==> config.mk <==
export PLATFORM = sky130hd
export DESIGN_NAME = uart_tx
export DESIGN_NICKNAME = d
export VERILOG_FILES = /design/src/rtl/uart_tx.sv
export SDC_FILE = /design/constraint.sdc
export NUM_CORES = 1
export LEC_CHECK = 0
export BUFFER_PORTS_ARGS = -buffer_cell sky130_fd_sc_hd__clkbuf_2
export CAP_MARGIN = 20
export CORE_AREA = 2 2 56 58
export CTS_BUF_LIST = sky130_fd_sc_hd__clkbuf_4 sky130_fd_sc_hd__clkbuf_8
export DETAILED_ROUTE_END_ITERATION = 8
export DIE_AREA = 0 0 58 60
export PLACE_DENSITY_LB_ADDON = 0.12
export SYNTH_ARGS = -nofsm -noshare
export SYNTH_HDL_FRONTEND = slang
export SYNTH_SLANG_ARGS = --single-unit
==> constraint.sdc <==
create_clock -name i_clk -period 1.7 [get_ports i_clk]
set_input_delay 0.085 -clock i_clk [delete_from_list [all_inputs] [get_ports i_clk]]
set_output_delay 0.085 -clock i_clk [all_outputs]
set_load 0.02 [all_outputs]
==> src/rtl/uart_tx.sv <==
// uart_tx - serial UART transmitter (8N1 by default) clocked by i_clk.
//
// The divided baud square wave on i_baud is treated as a level: it is
// synchronised (s1, s2), delayed once more (s3), and each rising edge
// becomes a one-cycle bit-period tick. Bytes enter through a valid/ready
// handshake and are shifted out LSB first on the registered o_tx pin.
//
// Parameters:
//   DATA_BITS  data bits per frame (5..9), default 8
//   STOP_BITS  stop bits per frame (1 or 2), default 1
//
// Ports:
//   i_clk    system clock
//   i_rst    synchronous active-high reset
//   i_baud   divider output, asynchronous; one period = one bit time
//   i_data   byte to send, sampled only on acceptance
//   i_valid  i_data is valid
//   o_ready  a byte can be accepted this cycle
//   o_tx     serial line, idles high, registered
//   o_busy   a frame is pending or on the line
//
// Build option:
//   UART_TX_PARITY_EN  when defined, an even-parity bit is sent between the
//                      last data bit and the stop bit(s).

module uart_tx #(
  parameter int DATA_BITS = 8,
  parameter int STOP_BITS = 1
) (
  input  logic                 i_clk,
  input  logic                 i_rst,
  input  logic                 i_baud,
  input  logic [DATA_BITS-1:0] i_data,
  input  logic                 i_valid,
  output logic                 o_ready,
  output logic                 o_tx,
  output logic                 o_busy
);

  localparam int                CNT_W     = $clog2(DATA_BITS);
  localparam logic [CNT_W-1:0]  BIT_LAST  = CNT_W'(DATA_BITS - 1);
  localparam logic              STOP_LAST = 1'(STOP_BITS - 1);

  typedef enum logic [2:0] {
    ST_IDLE,
    ST_WAIT,
    ST_START,
    ST_DATA,
`ifdef UART_TX_PARITY_EN
    ST_PARITY,
`endif
    ST_STOP
  } state_t;

  // Tick generation
  logic r_s1;
  logic r_s2;
  logic r_s3;
  logic w_tick;

  always_ff @(posedge i_clk) begin
    if (i_rst) begin
      r_s1 <= 1'b0;
      r_s2 <= 1'b0;
      r_s3 <= 1'b0;
    end else begin
      r_s1 <= i_baud;
      r_s2 <= r_s1;
      r_s3 <= r_s2;
    end
  end

  assign w_tick = r_s2 & ~r_s3;

  // Frame state
  state_t                 r_state;
  logic [DATA_BITS-1:0]   r_shift;
  logic [CNT_W-1:0]       r_bit_cnt;
  logic                   r_stop_cnt;
  logic                   r_tx;
  logic                   r_pend;

  state_t                 w_state_nxt;
  logic [DATA_BITS-1:0]   w_shift_nxt;
  logic [CNT_W-1:0]       w_bit_cnt_nxt;
  logic                   w_stop_cnt_nxt;
  logic                   w_tx_nxt;
  logic                   w_pend_nxt;
  logic                   w_accept;
  logic                   w_final_stop;

`ifdef UART_TX_PARITY_EN
  logic                   r_par;
  logic                   w_par_nxt;
`endif

  assign w_final_stop = (r_state == ST_STOP) && (r_stop_cnt == STOP_LAST);

  // During the final stop interval the block can take the next byte, but
  // only one: r_pend records that it already holds one.
  assign o_ready  = (r_state == ST_IDLE) | (w_final_stop & ~r_pend);
  assign o_busy   = (r_state != ST_IDLE);
  assign o_tx     = r_tx;
  assign w_accept = i_valid & o_ready;

  always_ff @(posedge i_clk) begin
    if (i_rst) begin
      r_state    <= ST_IDLE;
      r_shift    <= '0;
      r_bit_cnt  <= '0;
      r_stop_cnt <= 1'b0;
      r_tx       <= 1'b1;
      r_pend     <= 1'b0;
`ifdef UART_TX_PARITY_EN
      r_par      <= 1'b0;
`endif
    end else begin
      r_state    <= w_state_nxt;
      r_shift    <= w_shift_nxt;
      r_bit_cnt  <= w_bit_cnt_nxt;
      r_stop_cnt <= w_stop_cnt_nxt;
      r_tx       <= w_tx_nxt;
      r_pend     <= w_pend_nxt;
`ifdef UART_TX_PARITY_EN
      r_par      <= w_par_nxt;
`endif
    end
  end

  always_comb begin
    w_state_nxt    = r_state;
    w_shift_nxt    = r_shift;
    w_bit_cnt_nxt  = r_bit_cnt;
    w_stop_cnt_nxt = r_stop_cnt;
    w_tx_nxt       = r_tx;
    w_pend_nxt     = r_pend;
`ifdef UART_TX_PARITY_EN
    w_par_nxt      = r_par;
`endif

    // Acceptance only happens in IDLE or the final stop interval, where the
    // shift register no longer holds undelivered bits.
    if (w_accept) begin
      w_shift_nxt = i_data;
`ifdef UART_TX_PARITY_EN
      w_par_nxt   = ^i_data;
`endif
    end

    case (r_state)
      ST_IDLE: begin
        w_tx_nxt = 1'b1;
        if (w_accept) begin
          w_state_nxt = ST_WAIT;
        end
      end

      // A tick coinciding with the accept is seen in IDLE and ignored, so
      // the start bit always spans a full tick-to-tick interval.
      ST_WAIT: begin
        if (w_tick) begin
          w_state_nxt = ST_START;
          w_tx_nxt    = 1'b0;
        end
      end

      ST_START: begin
        if (w_tick) begin
          w_state_nxt   = ST_DATA;
          w_tx_nxt      = r_shift[0];
          w_shift_nxt   = {1'b0, r_shift[DATA_BITS-1:1]};
          w_bit_cnt_nxt = '0;
        end
      end

      ST_DATA: begin
        if (w_tick) begin
          if (r_bit_cnt == BIT_LAST) begin
`ifdef UART_TX_PARITY_EN
            w_state_nxt    = ST_PARITY;
            w_tx_nxt       = r_par;
`else
            w_state_nxt    = ST_STOP;
            w_tx_nxt       = 1'b1;
            w_stop_cnt_nxt = 1'b0;
`endif
          end else begin
            w_tx_nxt      = r_shift[0];
            w_shift_nxt   = {1'b0, r_shift[DATA_BITS-1:1]};
            w_bit_cnt_nxt = r_bit_cnt + 1'b1;
          end
        end
      end

`ifdef UART_TX_PARITY_EN
      ST_PARITY: begin
        if (w_tick) begin
          w_state_nxt    = ST_STOP;
          w_tx_nxt       = 1'b1;
          w_stop_cnt_nxt = 1'b0;
        end
      end
`endif

      // An accept that coincides with the closing tick is treated like an
      // accept in IDLE: go through WAIT so its start bit is full length.
      ST_STOP: begin
        if (w_tick) begin
          if (!w_final_stop) begin
            w_stop_cnt_nxt = r_stop_cnt + 1'b1;
          end else if (r_pend) begin
            w_state_nxt = ST_START;
            w_tx_nxt    = 1'b0;
            w_pend_nxt  = 1'b0;
          end else if (w_accept) begin
            w_state_nxt = ST_WAIT;
          end else begin
            w_state_nxt = ST_IDLE;
          end
        end else if (w_accept) begin
          w_pend_nxt = 1'b1;
        end
      end

      default: begin
        w_state_nxt = ST_IDLE;
        w_tx_nxt    = 1'b1;
        w_pend_nxt  = 1'b0;
      end
    endcase
  end

endmodule
# Word-level counts from Yosys, hierarchy flattened
# Cells that the tools add are included.
# Widths: inputs -> output; s select.
[word_totals]
register_bits = 20
out_inout_bits = 3
[classes]
addsub = 2
n_eq_ne = 17
mux = 36
bitwise = 8
n_reduce_logical = 11
[ops]
columns = ["cell", "n"]
rows = [
  ["$mux 8", 4],
  ["$mux 3", 10],
  ["$ne 2x2->1 const B", 10],
  ["$pmux 8 s2", 1],
  ["$mux 1", 15],
  ["$pmux 3 s5", 1],
  ["$reduce_and 7->1", 1],
  ["$eq 3x2->1 const B", 2],
  ["$eq 3x3->1 const B", 2],
  ["$ne 3x3->1 const B", 2],
  ["$pmux 3 s2", 1],
  ["$reduce_and 6->1", 1],
  ["$reduce_and 5->1", 1],
  ["$not 1->1", 4],
  ["$pmux 1 s2", 2],
  ["$pmux 1 s4", 1],
  ["$reduce_and 4->1", 1],
  ["$reduce_bool 2->1", 2],
  ["$reduce_or 4->1", 1],
  ["$add 3x1->3 const B", 1],
  ["$and 1x1->1", 3],
  ["$eq 3x1->1 const B", 1],
  ["$logic_not 3->1", 1],
  ["$reduce_and 3->1", 1],
  ["other kinds (5)", 5],
]

# Depth between registers and ports, before layout
# Gate-level depths: netlist of run 1.
[depth]
word_depth = 10
depth_mapped = 7

# Worst setup path before layout of run 1
# No wires, ideal clock.
[synth_timing]
path_kind = "register to register"
startpoint = "register r_bit_cnt[0]"
endpoint = "register r_stop_cnt"
setup_ns = 0.135
t_arrival_ns = 1.377
t_required_ns = 1.565
setup_slack_ns = 0.187
stages_incl_launch_ff = 7
synth_period_minus_slack_ns = 1.513
path_cell_list = "dfxtp_1 ha_1 ha_1 nand2_1 or3_1 a21oi_1 nor3b_1"
[synth_via]
elab_chain_cells = 3
[synth_lines]
columns = ["item", "line_no", "rtl"]
rows = [
  ["from (decl)", "78", "logic [CNT_W-1:0] r_bit_cnt;"],
  ["from (signal assigned)", "120", "r_bit_cnt <= w_bit_cnt_nxt;"],
  ["$eq 3x3->1", "178", "if (r_bit_cnt == BIT_LAST) begin"],
  ["$ne 2x2->1 (no line)", "n/a", ""],
  ["$reduce_and 5->1 (no line)", "n/a", ""],
  ["to (signal assigned)", "121", "r_stop_cnt <= w_stop_cnt_nxt;"],
  ["to (decl)", "79", "logic r_stop_cnt;"],
]
# No other way between the ends.
# A chain may end at the register's enable or synchronous reset.

# Final worst setup path of run 1
[layout_timing]
startpoint = "register r_state[1]"
endpoint = "register r_shift[7]"
[layout_via]
elab_chain_cells = 9
word_cells_on_any_way = 13
cone_classes = "eq/ne: 3; mux: 5; bitwise: 3; reduce/logical: 2"
[layout_lines]
columns = ["item", "line_no", "rtl"]
rows = [
  ["from (decl)", "76", "state_t r_state;"],
  ["from (signal assigned)", "118", "r_state <= w_state_nxt;"],
  ["$eq 3x3->1", "97", "assign w_final_stop = (r_state == ST_STOP) && (r_stop_cnt == STOP_LAST);"],
  ["$logic_and 1x1->1", "97", ""],
  ["$and 1x1->1", "101", "assign o_ready = (r_state == ST_IDLE) | (w_final_stop & ~r_pend);"],
  ["$or 1x1->1", "101", ""],
  ["$and 1x1->1", "104", "assign w_accept = i_valid & o_ready;"],
  ["$mux 8", "143", "if (w_accept) begin"],
  ["$mux 8", "178", ""],
  ["$mux 8", "177", "if (w_tick) begin"],
  ["$pmux 8 s2 *", "150", "case (r_state)"],
  ["to (signal assigned)", "119", "r_shift <= w_shift_nxt;"],
  ["to (decl)", "77", "logic [DATA_BITS-1:0] r_shift;"],
]
# Mark *: on every way between the ends. The rest lies on a longest branch, timed or not.

==> results.ini, run 1 <==
[run_status]
run_status=completed

[timing]
final_period_minus_worst_setup_slack_ps=1561
slew_viol_final=0
timing_hold_violations_final=0
max_slew_margin_pct=64.25
grt_setup_unrepaired=false
final.period_utilization_pct=91.85
post-route-worst-setup-slack_ps=138.5
max_freq_mhz=640.4
setup_tns_ps=0
worst_pin_slew_ps=536.2
setup_viol=0
clock-skew-final_ps=7.357

[cts]
worst_skew_pair.late_latency_ps=290
tritoncts.num_buffers=3
tritoncts_clock_tree=yes
ctsRootBufferMaster=clkbuf_4
clk_pin_slew_ps=110
cts_sinks=20
cts_max_level=1
postCtsSetupRepairBufs=0
max-clock-path-buffers=2

[routing]
drcViolationCount=0
vias_per_cell=5.462
route.detailed.wl_per_inst_um=12.75
met1_length_mm=1.056
top_layer=met4
detail_route.iter0.violations=55
dr_wl_met2_mm=1.005
routed-via-count=934
totalWireLength_mm=2.181
routed_length_on_met3_um=85
drtPass1Iterations=2
route.antenna.remaining_nets=0

[yosys]
synth-seq-cells=20
synth_fp_nets=139
synth_cell_type_count=39
synth_enable_flop_cells=0
synthArstFlopShare_pct=0
syn_area_sq_mm=0.001109
postSynthCellCount=125
yosysSeqAreaShare_pct=36.12
ys_dominant_reg_cell=dfxtp_1
synth.yosys.warnings=0
syn_area_per_cell_sq_um=8.869

[floorplan]
pin_count=15
die_height_um=60
die_width_um=58
starting_density_of_the_core_pct=38.19
core_area_sq_mm=0.002903
die-area_sq_mm=0.003480
placementRows=20

[grt]
first_pass_grt_wire_length_mm=3.905
grt-ovfl-total=0
antenna_found_initial=0
grt_pass1_vias=900
grt_max_degree=22
grt_usage_pct=14.58

[place]
pre_cts_ws_ps=154.9
detailedPlacementHpwl_mm=1.528
place_congestion=0.7711
placedInstanceArea_sq_mm=0.001177
dp.cells=167
placement.io_buffers=14

[min_path]
hold_class=in2reg

[finish]
share_of_layout_cells_above_drive_strength_1_pct=23.19
stdcell_area_sq_mm=0.001210
syn2layout_area_growth_pct=9.142
num_antenna_cells=0
layout.cells.non_filler=171
num-nets-final=154

[worst_setup_path]
cp_max_fo=10
cp-start-kind=flip-flop
worst-endpoint-arrival_ps=1730
cp_data_required_time_ps=1870
critical_path_class=reg2reg
cp-end-kind=flip-flop

[run]
max_cap_violations=0

[power]
cellPowerDensity_mw_per_mm2=860.4
clock_power_share_pct=21.4
power_frac_comb_pct=26.1
leakage_nw=0.4790
switching_component_of_the_power_w=0.0003312
vdd.ir_drop.worst_uv=502.8
switching_share_pct=31.81
power.share.sequential_pct=52.5
cell_internal_pwr_w=0.0007098

cell families (layout without fill, tap and decap cells):
group / after synthesis / after routing / synth area share, %
flops: 20 / 20 / 36.12
compound gates: 30 / 30 / 23.36
buf+inv: 11 / 24 / 6.884
simple gates: 61 / 61 / 30.47
mux: 1 / 1 / 0.9030
fa+ha+maj: 2 / 2 / 2.257
synth_stat cells (2+ instances only):
cell type | number | share of area [%]
o21ai_0 | 5 | 2.3
ha_1 | 2 | 2.3
a22oi_1 | 2 | 1.4
or3_1 | 2 | 1.1
buf_6 | 2 | 2.0
dfxtp_1 | 20 | 36
a21oi_1 | 6 | 2.7
nor2_1 | 15 | 5.1
clkbuf_1 | 2 | 0.68
inv_1 | 3 | 1.0
a311oi_2 | 7 | 9.5
and2_1 | 2 | 1.1
nor2b_1 | 3 | 1.7
nand2b_1 | 4 | 2.3
nor3b_1 | 4 | 2.7
nand2_1 | 20 | 6.8
nor3_1 | 3 | 1.4
buf_4 | 2 | 1.4
metal layers:
layer,global-route usage [%],vias up
met2,24.19,16
met3,2.381,4
met5,0,-
li1,-,470
met4,7.309,0
met1,18.33,444
placed cells by master, fill, tap and decap left out, types with 2 or more instances in the layout:
cell type / instances
clkbuf_4: 3
nand2b_1: 4
and2_1: 2
nor3_1: 3
nor2_1: 15
nor3b_1: 4
or3_1: 2
a311oi_2: 7
inv_1: 3
o21ai_0: 5
nor2b_1: 3
dfxtp_1: 20
a22oi_1: 2
clkbuf_2: 14
nand2_1: 20
ha_1: 2
buf_4: 3
a21oi_1: 6
sequential cells by signal, indices dropped and copies added (netlist names):
signal and cells:
o_tx 1, r_shift 8, r_s3 1, r_pend 1
r_s2 1, r_s1 1, r_bit_cnt 3, r_stop_cnt 1
r_state 3
metrics by stage:
stage / power (W) / utilization, % / hold WS, ps
after CTS: 0.001060 / 41.68 / 37.56
after floorplan: 0.0007690 / - / 213.2
after global placement: 0.0008273 / 40.56 / 298.3
final: 0.001041 / 41.68 / 50.85
after global routing: 0.001120 / 41.68 / 42.05
after detailed placement: 0.0008300 / 40.56 / 298.9
power by group through the flow:
stage	Combinational (W)	Clock, W	Sequential (W)
finish	0.000272	0.000223	0.000546
CTS	0.000274	0.000240	0.000546
global placement	0.000269	0	0.000558
global route	0.000304	0.000261	0.000556
detailed placement	0.000273	0	0.000557
floorplan	0.000229	0	0.000540
final timing paths:
path                                 from                    end  slack (ps)  cells past startpoint
setup / recovery  r_state[1]$_SDFFE_PP0P_  r_shift[7]$_SDFF_PP0_         140                      4
hold / removal                  i_data[2]  r_shift[2]$_SDFF_PP0_          50                      3
setup reg to reg  r_state[1]$_SDFFE_PP0P_  r_shift[7]$_SDFF_PP0_         140                      4
hold reg to reg           r_s1$_SDFF_PP0_        r_s2$_SDFF_PP0_         450                      1
layout make-up:
class	count	area [sq um]
fillers	295	1693
multi-input cells	94	631.9
flip-flops and latches	20	400.4
repair buffers	18	102.6
well taps	33	41.29
clock buffers	3	22.52
inverters	3	11.26
worst max-delay path, stage by stage (launching register included):
cell and delay (ps):
dfxtp_1 470, nor2_4 220, and3_1 410, mux2i_1 270, nor3b_2 60
what timing repair did:
action | CTS | global route
resized for setup | 0 | 0
hold buffers | 1 | 0
hold endpoints to repair | 1 | 0
Power figures use the tool's default switching activity.
==> run 2, diff against run 1 <==
--- a/config.mk
+++ b/config.mk
@@ -7,10 +7,10 @@
 export LEC_CHECK = 0
 export BUFFER_PORTS_ARGS = -buffer_cell sky130_fd_sc_hd__clkbuf_2
 export CAP_MARGIN = 20
-export CORE_AREA = 2 2 56 58
+export CORE_AREA = 2 2 47 49
 export CTS_BUF_LIST = sky130_fd_sc_hd__clkbuf_4 sky130_fd_sc_hd__clkbuf_8
 export DETAILED_ROUTE_END_ITERATION = 8
-export DIE_AREA = 0 0 58 60
+export DIE_AREA = 0 0 49 51
 export PLACE_DENSITY_LB_ADDON = 0.12
 export SYNTH_ARGS = -nofsm -noshare
 export SYNTH_HDL_FRONTEND = slang
==> results.ini, run 2 (synthesis results as in run 1) <==
[min_path]
hold_class=in2reg
hold_start=i_data[2]

[finish]
num_antenna_cells=0
highest_count_cells_in_the_layout_ignoring_fill_and_taps=20 x dfxtp_1, 19 x nand2_1, 15 x nor2_1
largest_register_ff_count=8
layout.cells.non_filler=166
n_fill_cell=204
layout.cells.most_common=dfxtp_1
multiInputGateArea_sq_um=634.4
syn2layout_area_growth_pct=8.804
regs_by_ff_count=r_shift (8), r_bit_cnt (3), r_state (3)
num-nets-final=154
share_of_layout_cells_above_drive_strength_1_pct=23.91
seqCellArea_sq_um=400.4
regMostFlops=r_shift

[cts]
cts_sinks=20
cts_max_level=1
max-clock-path-buffers=2
postCtsSetupRepairBufs=0
worst_skew_pair.late_latency_ps=300
clk_pin_slew_ps=110
tritoncts.num_buffers=3
ctsRootBufferMaster=clkbuf_4
tritoncts_clock_tree=yes

[floorplan]
die-area_sq_mm=0.002499
core_area_sq_mm=0.002063
die_height_um=51
placementRows=17
pin_count=15
die_width_um=49
starting_density_of_the_core_pct=53.73

[routing]
vias_per_cell=5.614
drtPass1Iterations=4
totalWireLength_mm=2.129
detail_route.iter0.violations=7
route.antenna.remaining_nets=0
routed-via-count=932
drcViolationCount=0
route.detailed.wl_per_inst_um=12.83

[timing]
setup_tns_ps=0
setup_viol=0
max_freq_mhz=645.0
clock-skew-final_ps=1.841
grt_setup_unrepaired=false
timing_hold_violations_final=0
max_slew_margin_pct=65.15
worst_pin_slew_ps=522.7
slew_viol_final=0
final_period_minus_worst_setup_slack_ps=1550
final.period_utilization_pct=91.19

[grt]
grt_pass1_vias=917
antenna_found_initial=0
grt_usage_pct=20.19
grt-ovfl-total=0
first_pass_grt_wire_length_mm=3.850
grt_max_degree=22

[place]
place_congestion=0.8724
detailedPlacementHpwl_mm=1.565
placement.io_buffers=14
dp.cells=162

[worst_setup_path]
setup.worst_path.start=r_bit_cnt[0]$_SDFFE_PP0P_
critical_path_class=reg2reg
cp-start-kind=flip-flop
cp_data_required_time_ps=1870
worst-endpoint-arrival_ps=1720
r2r-start=r_bit_cnt[0]$_SDFFE_PP0P_
cp_max_fo=5
cp-end-kind=flip-flop

[run]
max_cap_violations=0

[run_status]
run_status=completed

[power]
leakage_nw=0.4799
vdd.ir_drop.worst_uv=604.7
cellPowerDensity_mw_per_mm2=865.8

[run 2: cell count changes in the layout (fill, tap and decap cells not counted)]
cell     previous run  this run
nand2_1            20        19
nand2_2             0         1
[run 2: final timing paths]
kind / slack (ps) / cells after the start / end
worst max-delay path: 150 / 6 / r_stop_cnt$_SDFFE_PP0P_
worst min-delay path: 50 / 3 / r_shift[2]$_SDFF_PP0_
worst max register to register: 150 / 6 / r_stop_cnt$_SDFFE_PP0P_
worst min register to register: 460 / 1 / r_s2$_SDFF_PP0_
[run 2: layout make-up]
class | instances | share of cell area (%)
multi-input cells | 94 | 52.59
flip-flops and latches | 20 | 33.19
repair buffers | 18 | 8.506
well taps | 28 | 2.905
clock buffers | 3 | 1.867
inverters | 3 | 0.9336
[run 2: critical path: stages, from the launching register on]
cell,delay (ps)
dfxtp_1,380
ha_1,160
ha_1,200
nand2_2,120
or3_1,340
a21oi_1,150
nor3b_1,60
[run 2: repair_timing]
item / CTS / global route
setup endpoints to repair: 0 / 1
hold buffers: 1 / 0
resized for setup: 0 / 1
hold endpoints to repair: 1 / 0
[run 2: routing by layer]
metal	up-vias	global-route usage (%)	wire, um
met4	0	10.95	25
met2	18	36.07	1072
li1	471	-	-
met1	439	22.47	956
met5	-	0	0
met3	4	4.386	74
[run 2: power by group]
group          internal (W)  switching, W
clock             0.0000826      0.000142
sequential         0.000506     0.0000446
combinational      0.000122      0.000147
total              0.000710      0.000334
[run 2: stage by stage]
stage | cell area (sq um) | hold WS, ps | power, W | utilization (%) | setup slack, ps
2_1_floorplan | 1109 | 213.2 | 0.0007690 | - | 187.4
6_report | 1206 | 50.88 | 0.001044 | 58.46 | 149.7
5_1_grt | 1206 | 44.28 | 0.001103 | 58.46 | 19.64
3_3_place_gp | 1171 | 299.1 | 0.0008207 | 56.76 | 202.6
4_1_cts | 1204 | 40.20 | 0.001056 | 58.34 | 102.1
3_5_place_dp | 1171 | 309.7 | 0.0008288 | 56.76 | 126.8
